`src/rtl/stopwatch_timebase_counter.sv`:
```
// Stopwatch datapath: 10 ms timebase prescaler, 4-digit BCD SS.hh counter
// and active-low 7-segment decode for the display multiplexer.
module stopwatch_timebase_counter #(
   parameter int TICK_DIV = 1000000,
   parameter int PRESC_W  = 20
) (
   input  logic        clk,
   input  logic        reset,
   input  logic        clr,
   input  logic        stop,
   output logic [6:0]  seg0,
   output logic [6:0]  seg1,
   output logic [6:0]  seg2,
   output logic [6:0]  seg3,
   output logic [15:0] bcd,
   output logic        tick,
   output logic        wrap
);

   localparam logic [PRESC_W-1:0] TERM = PRESC_W'(TICK_DIV - 1);

   logic [PRESC_W-1:0] presc;
   logic [3:0]         d0, d1, d2, d3;
   logic [3:0]         n0, n1, n2, n3;
   logic               c0, c1, c2, c3;
   logic               term;

   assign term = (presc == TERM);

   // Ripple-carry BCD increment; c3 marks the 99.99 -> 00.00 rollover
   always_comb begin
      c0 = (d0 == 4'd9);
      c1 = c0 && (d1 == 4'd9);
      c2 = c1 && (d2 == 4'd9);
      c3 = c2 && (d3 == 4'd9);
      n0 = c0 ? 4'd0 : d0 + 4'd1;
      n1 = d1;
      n2 = d2;
      n3 = d3;
      if (c0) n1 = c1 ? 4'd0 : d1 + 4'd1;
      if (c1) n2 = c2 ? 4'd0 : d2 + 4'd1;
      if (c2) n3 = c3 ? 4'd0 : d3 + 4'd1;
   end

   always_ff @(posedge clk) begin
      if (reset || clr) begin
         presc <= '0;
         d0    <= 4'd0;
         d1    <= 4'd0;
         d2    <= 4'd0;
         d3    <= 4'd0;
         tick  <= 1'b0;
         wrap  <= 1'b0;
      end else if (stop) begin
         tick  <= 1'b0;
         wrap  <= 1'b0;
      end else if (term) begin
         presc <= '0;
         d0    <= n0;
         d1    <= n1;
         d2    <= n2;
         d3    <= n3;
         tick  <= 1'b1;
         wrap  <= c3;
      end else begin
         presc <= presc + PRESC_W'(1);
         tick  <= 1'b0;
         wrap  <= 1'b0;
      end
   end

   function automatic logic [6:0] seg7(input logic [3:0] v);
      case (v)
         4'd0:    seg7 = 7'b1000000;
         4'd1:    seg7 = 7'b1111001;
         4'd2:    seg7 = 7'b0100100;
         4'd3:    seg7 = 7'b0110000;
         4'd4:    seg7 = 7'b0011001;
         4'd5:    seg7 = 7'b0010010;
         4'd6:    seg7 = 7'b0000010;
         4'd7:    seg7 = 7'b1111000;
         4'd8:    seg7 = 7'b0000000;
         4'd9:    seg7 = 7'b0010000;
         default: seg7 = 7'b1111111;
      endcase
   endfunction

   assign seg0 = seg7(d0);
   assign seg1 = seg7(d1);
   assign seg2 = seg7(d2);
   assign seg3 = seg7(d3);
   assign bcd  = {d3, d2, d1, d0};

endmodule

```
`config.mk`:
```
export PLATFORM = sky130hd
export DESIGN_NAME = stopwatch_timebase_counter
export DESIGN_NICKNAME = d
export VERILOG_FILES = /design/src/rtl/stopwatch_timebase_counter.sv
export SDC_FILE = /design/constraint.sdc
export NUM_CORES = 1
export LEC_CHECK = 0
export ABC_AREA = 0
export CORE_MARGIN = 2
export CORE_UTILIZATION = 54
export DETAILED_ROUTE_END_ITERATION = 10
export PLACE_DENSITY = 0.77
export SLEW_MARGIN = 15
export SYNTH_ARGS = -nofsm -noshare
export SYNTH_HDL_FRONTEND = slang
export SYNTH_SLANG_ARGS = --single-unit
```
`constraint.sdc`:
```
create_clock -name clk -period 3.25 [get_ports clk]
set_input_delay 0.325 -clock clk [delete_from_list [all_inputs] [get_ports clk]]
set_output_delay 0.325 -clock clk [all_outputs]
set_load 0.05 [all_outputs]
```
# After elaboration in Yosys (flattened, before gate mapping)
# Memory sizes are Yosys's and may differ from the RTL's. A register that Yosys moved wholly into a read port is not among the register bits.
# Cells that the tools add are included.
[word_totals]
reg_bits = 38
romBits = 448
in_bits = 4
output_inout_bits = 46
elab_cells = 47
memories = 4
[mem_list]
columns = ["memory", "words", "word_bits", "rd", "rd_ports_with_merged_regs", "wr", "line_no", "rtl"]
rows = [
  ["(no name shown)", 16, 7, 1, 1, 0, "73", "case (v)"],
  ["(no name shown)", 16, 7, 1, 1, 0, "73", ""],
  ["(no name shown)", 16, 7, 1, 1, 0, "73", ""],
  ["(no name shown)", 16, 7, 1, 1, 0, "73", ""],
]
[op_classes]
add_sub_neg = 5
eq_ne = 5
mux = 14
bitwise_logic = 2
n_reduce_logical = 10
[ops]
columns = ["op", "count"]
rows = [
  ["$mux W4", 12],
  ["$add A20 B1 Y20 const B", 1],
  ["$eq A20 B20 Y1 const B", 1],
  ["$mux W20", 1],
  ["$add A4 B1 Y4 const B", 4],
  ["$eq A4 B4 Y1 const B", 4],
  ["$reduce_and A3 Y1", 3],
  ["$logic_and A1 B1 Y1", 3],
  ["$reduce_or A3 Y1", 1],
  ["$not A1 Y1", 2],
  ["$reduce_and A2 Y1", 1],
  ["$reduce_or A2 Y1", 1],
  ["$logic_or A1 B1 Y1", 1],
  ["$mux W1", 1],
]

# Logic depth before layout (Yosys ltp)
[logic_depth]
word_depth = 7
ltp_mapped = 12
depth_no_buf = 11

# Least setup slack after synthesis
# Ideal clock, no wire load.
[synth_timing]
path_kind = "flip-flop to flip-flop"
startpoint = "reg d0[0]"
endpoint = "reg, netlist name seg3[4]"
setup_time_ps = 115
arrival_time_ps = 2905
t_required_ps = 3135
path_slack_ps = 231
stages_incl_launch_ff = 11
n_path_buf = 1
synth_period_minus_slack_ps = 3019
cell_sequence = "dfxtp_1 > ha_1 > and3b_1 > clkbuf_1 > nand3_1 > o31a_1 > o21ai_0 > ha_1 > inv_1 > or3_1 > o21a_1"
[synth_via]
elab_chain_len = 7
elab_cells_between_ends = 8
cone_classes = "eq/ne (1); mux (3); reduce/logical (4)"
[synth_lines]
columns = ["item", "line_no", "rtl"]
rows = [
  ["start, declared", "23", "logic [3:0] d0, d1, d2, d3;"],
  ["start signal, assigned", "59", "d0 <= n0;"],
  ["$eq A4 B4 Y1 (*)", "32", "c0 = (d0 == 4'd9);"],
  ["$logic_and A1 B1 Y1 (*)", "33", "c1 = c0 && (d1 == 4'd9);"],
  ["$logic_and A1 B1 Y1 (*)", "34", "c2 = c1 && (d2 == 4'd9);"],
  ["$logic_and A1 B1 Y1", "35", "c3 = c2 && (d3 == 4'd9);"],
  ["$mux W4", "42", "if (c2) n3 = c3 ? 4'd0 : d3 + 4'd1;"],
  ["$mux W4 (no line) (*) (2 in a row)", "--", ""],
]
# Mark *: on every way between the ends. The rest lies on a longest branch, timed or not.
# A chain may end at the register's enable or synchronous reset.

# Final worst setup path
[layout_timing]
startpoint = "reg presc[6]"
endpoint = "reg, netlist name seg1[4]"
[layout_via]
elab_chain_len = 4
[layout_lines]
columns = ["item", "line_no", "rtl"]
rows = [
  ["start, declared", "22", "logic [PRESC_W-1:0] presc;"],
  ["start signal, assigned", "66", "presc <= presc + PRESC_W'(1);"],
  ["$eq A20 B20 Y1", "28", "assign term = (presc == TERM);"],
  ["$reduce_and A3 Y1 (no line)", "--", ""],
  ["$mux W4 (no line) (2 in a row)", "--", ""],
]
# No other way between the ends.

==> reports/qor.csv <==
stage,metric,value,unit
run_status,outcome,"finished, final reports clean",
worst_setup_path,Critical Path End,seg1[4]$_DFF_P_,
final_layout,final instance area,4209,um^2
floorplan,die area,7002,um^2
routing,initial drt markers,131,
worst_setup_path,crit path kind,flip-flop to flip-flop,
sta,Setup TNS,0,ns
worst_setup_path,CP Capture Type,flip-flop,
floorplan,DIE WIDTH,83.68,um
final_layout,layout cells sized above 1,0.09302,
global_routing,global route overflow,0,
final_layout,Inserted Diodes,0,
routing,total number of vias,2787,
worst_setup_path,FF-to-FF End,seg1[4]$_DFF_P_,
power_and_ir_drop,VDD IR max,0.2873,mV
worst_setup_path,WP data arrival,3.13,ns
floorplan,core area,6241,um^2
routing,Residual DRC,0,
synth,fraction of registers with async set/reset,0,
final_layout,most frequent cells in the layout,"66 x dfxtp_1, 49 x clkdlybuf4s50_1, 33 x nor2_1",
clock_network,# H-tree levels,3,
worst_setup_path,R2R depth,7,
sta,transition time of the tightest slew-check pin,0.6748,ns
final_layout,Filler cells,498,
global_routing,first-pass GRT wire length,11.80,mm
clock_network,"Hold-fix buffers, CTS",0,
worst_setup_path,crit path max fanout,8,
sta,fmax,347.8,MHz
synth,synth unique cells,49,
synth,Yosys reg bits,66,
placed_design,Setup WS pre-CTS,0.3636,ns
sta,Final Skew,0.008353,ns
global_routing,initial antenna violation count,0,
global_routing,GRT Total Usage,0.2062,
synth,cells after synthesis,372,
global_routing,largest net degree at the start of global routing,20,
synth,syn nets,405,
worst_setup_path,"Req. time, crit path",3.50,ns
routing,post-route ant nets,0,
sta,Hold WS,0.5158,ns
worst_setup_path,Worst setup SP type,flip-flop,
floorplan,Vert. Die Dim,83.68,um
synth,"Seq/Total Area, Yosys",0.3854,
clock_network,CTS tree,built,
routing,routed wire length,7.028,mm
final_layout,Multi-input gate area,1917,um^2
placed_design,count of input and output buffers,49,
clock_network,CTS buffer count,9,
sta,PnR worst setup slack,0.3745,ns
run,Max-Cap Viols,0,
worst_setup_path,launch point of the worst path,presc[6]$_SDFFE_PP0N_,
routing,DR WL/cell,13.86,um
sta,final hold vios,0,
placed_design,HPWL Detailed,4.901,mm
synth,Post-synth EDFFs,0,
sta,Final setup viols,0,
clock_network,post-CTS sizing,0,
worst_setup_path,worst r2r src,presc[6]$_SDFFE_PP0N_,
floorplan,Initial Util,0.5493,
final_layout,synthesis-to-layout area growth,22.77,%
routing,DRT Pass-1 Iters,4,
final_layout,sequential cell area,1321,um^2
floorplan,# rows,29,
final_layout,Final #Nets,459,
sta,final slew viol count,0,
final_layout,"commonest non-fill, non-tap cell in the layout",dfxtp_1,
placed_design,gp weighted congestion,0.8486,
hold_path,worst hold path class,flip-flop to flip-flop,
clock_network,worst skew pair latency,0.34,ns
synth,synthesized cell area,3428,um^2
clock_network,clock slew at reported path FFs,0.07,ns
global_routing,number of global-route vias before repair,2611,
routing,vias per cell,5.497,
synth,Avg Inst Size Synth,9.216,um^2
sta,crit share post-route,0.8848,
sta,RSZ-0062 raised after global routing,no,
clock_network,Root Driver,clkbuf_8,
synth,Synth Flop Type,dfxtp_1,
clock_network,"Setup Fix Bufs, Post-CTS",0,
sta,relative slew slack,0.5471,
clock_network,clk sink count,66,
floorplan,I/O pin total,50,
synth,Synth Warn #,0,
worst_setup_path,R2R Setup Slk,0.37,ns
sta,final period demand of the worst path,2.875,ns
placed_design,placed standard-cell area,4005,um^2
power_and_ir_drop,Leakage Power,1.699,nW
clock_network,clk buf depth,2,
power_and_ir_drop,PD cells,364.7,nW/um^2
-- Yosys cell counts (all sizes together) (3+ instances only) --
cell | n | area share
mux2 | 3 | 0.0099
nand4b | 3 | 0.0077
nand2 | 20 | 0.022
clkbuf | 8 | 0.0088
or2 | 4 | 0.0073
a31oi | 6 | 0.011
inv | 30 | 0.033
buf | 7 | 0.014
xnor2 | 8 | 0.020
nand4 | 9 | 0.016
dfxtp | 66 | 0.39
and3b | 3 | 0.0077
mux2i | 29 | 0.088
nor2 | 33 | 0.036
nand3 | 6 | 0.0088
nand2b | 6 | 0.011
nor4 | 7 | 0.017
and3 | 5 | 0.0091
o21a | 4 | 0.0088
o21ai | 11 | 0.017
a21oi | 19 | 0.028
xor2 | 8 | 0.020
nand3b | 4 | 0.0088
or3 | 6 | 0.011
a41oi | 3 | 0.0099
nor3 | 11 | 0.018
a31o | 5 | 0.013
ha | 29 | 0.11
-- sequential cells by signal, indices dropped and copies added (netlist names) --
signal  cells
d1          4
seg0        7
seg1        7
wrap        1
seg2        7
seg3        7
tick        1
d2          4
d0          4
presc      20
d3          4
-- power by group --
part           switching [mW]  leakage [nW]  internal (mW)
sequential           0.000851         0.532          0.809
clock                   0.290         0.106          0.412
combinational          0.0139          1.06        0.00831
total                   0.305          1.70           1.23
-- how the worst min path moves through the flow --
stage	from	end	slack (ns)	depth (start not counted)
6_report	presc[14]$_SDFFE_PP0N_	presc[14]$_SDFFE_PP0N_	0.52	2
5_1_grt	presc[17]$_SDFFE_PP0N_	presc[17]$_SDFFE_PP0N_	0.55	2
4_1_cts	presc[14]$_SDFFE_PP0N_	presc[14]$_SDFFE_PP0N_	0.52	2
3_5_place_dp	presc[14]$_SDFFE_PP0N_	presc[14]$_SDFFE_PP0N_	0.51	2
3_3_place_gp	presc[14]$_SDFFE_PP0N_	presc[14]$_SDFFE_PP0N_	0.50	2
2_1_floorplan	stop	presc[0]$_SDFFE_PP0N_	0.47	2
-- metrics by stage --
step	util	std cells	power [mW]
final	0.6744	507	1.535
after global routing	0.6744	507	1.591
after CTS	0.6744	507	1.553
after detailed placement	0.6417	492	0.8506
after global placement	0.6417	492	0.8496
after floorplan	-	372	0.8418
-- worst max-delay path: stages (launching register included) --
cell	delay, ns
dfxtp_1	0.36
or4_4	0.56
nor4_4	0.46
and2_1	0.36
a41oi_1	0.33
ha_1	0.33
mux2_2	0.27
a22oi_1	0.12
-- cell type report --
type,count,area share
Multi-Input combinational cell,261,0.4554
Inverter,30,0.02675
Clock inverter,2,0.008323
Clock buffer,13,0.04013
Sequential cell,66,0.3139
Timing Repair Buffer,58,0.1326
Tap cell,77,0.02289
-- kinds of logic (layout without fill, tap and decap cells) --
kind of cell,after synthesis,in the layout,synth area share
simple gates,126,126,0.2029
flops,66,66,0.3854
compound gates,58,58,0.1113
buf+inv,45,103,0.05547
mux,32,32,0.09817
fa+ha+maj,29,29,0.1058
xor+xnor,16,16,0.04088
-- per-layer routing --
metal / vias up / wire length, um / global-route usage
met2: 63 / 3272 / 0.3280
met3: 9 / 312 / 0.06726
met5: - / 0 / 0
li1: 1416 / - / -
met1: 1299 / 3363 / 0.2636
met4: 0 / 80 / 0.07038
No activity file was read; power rests on OpenSTA's default activity.
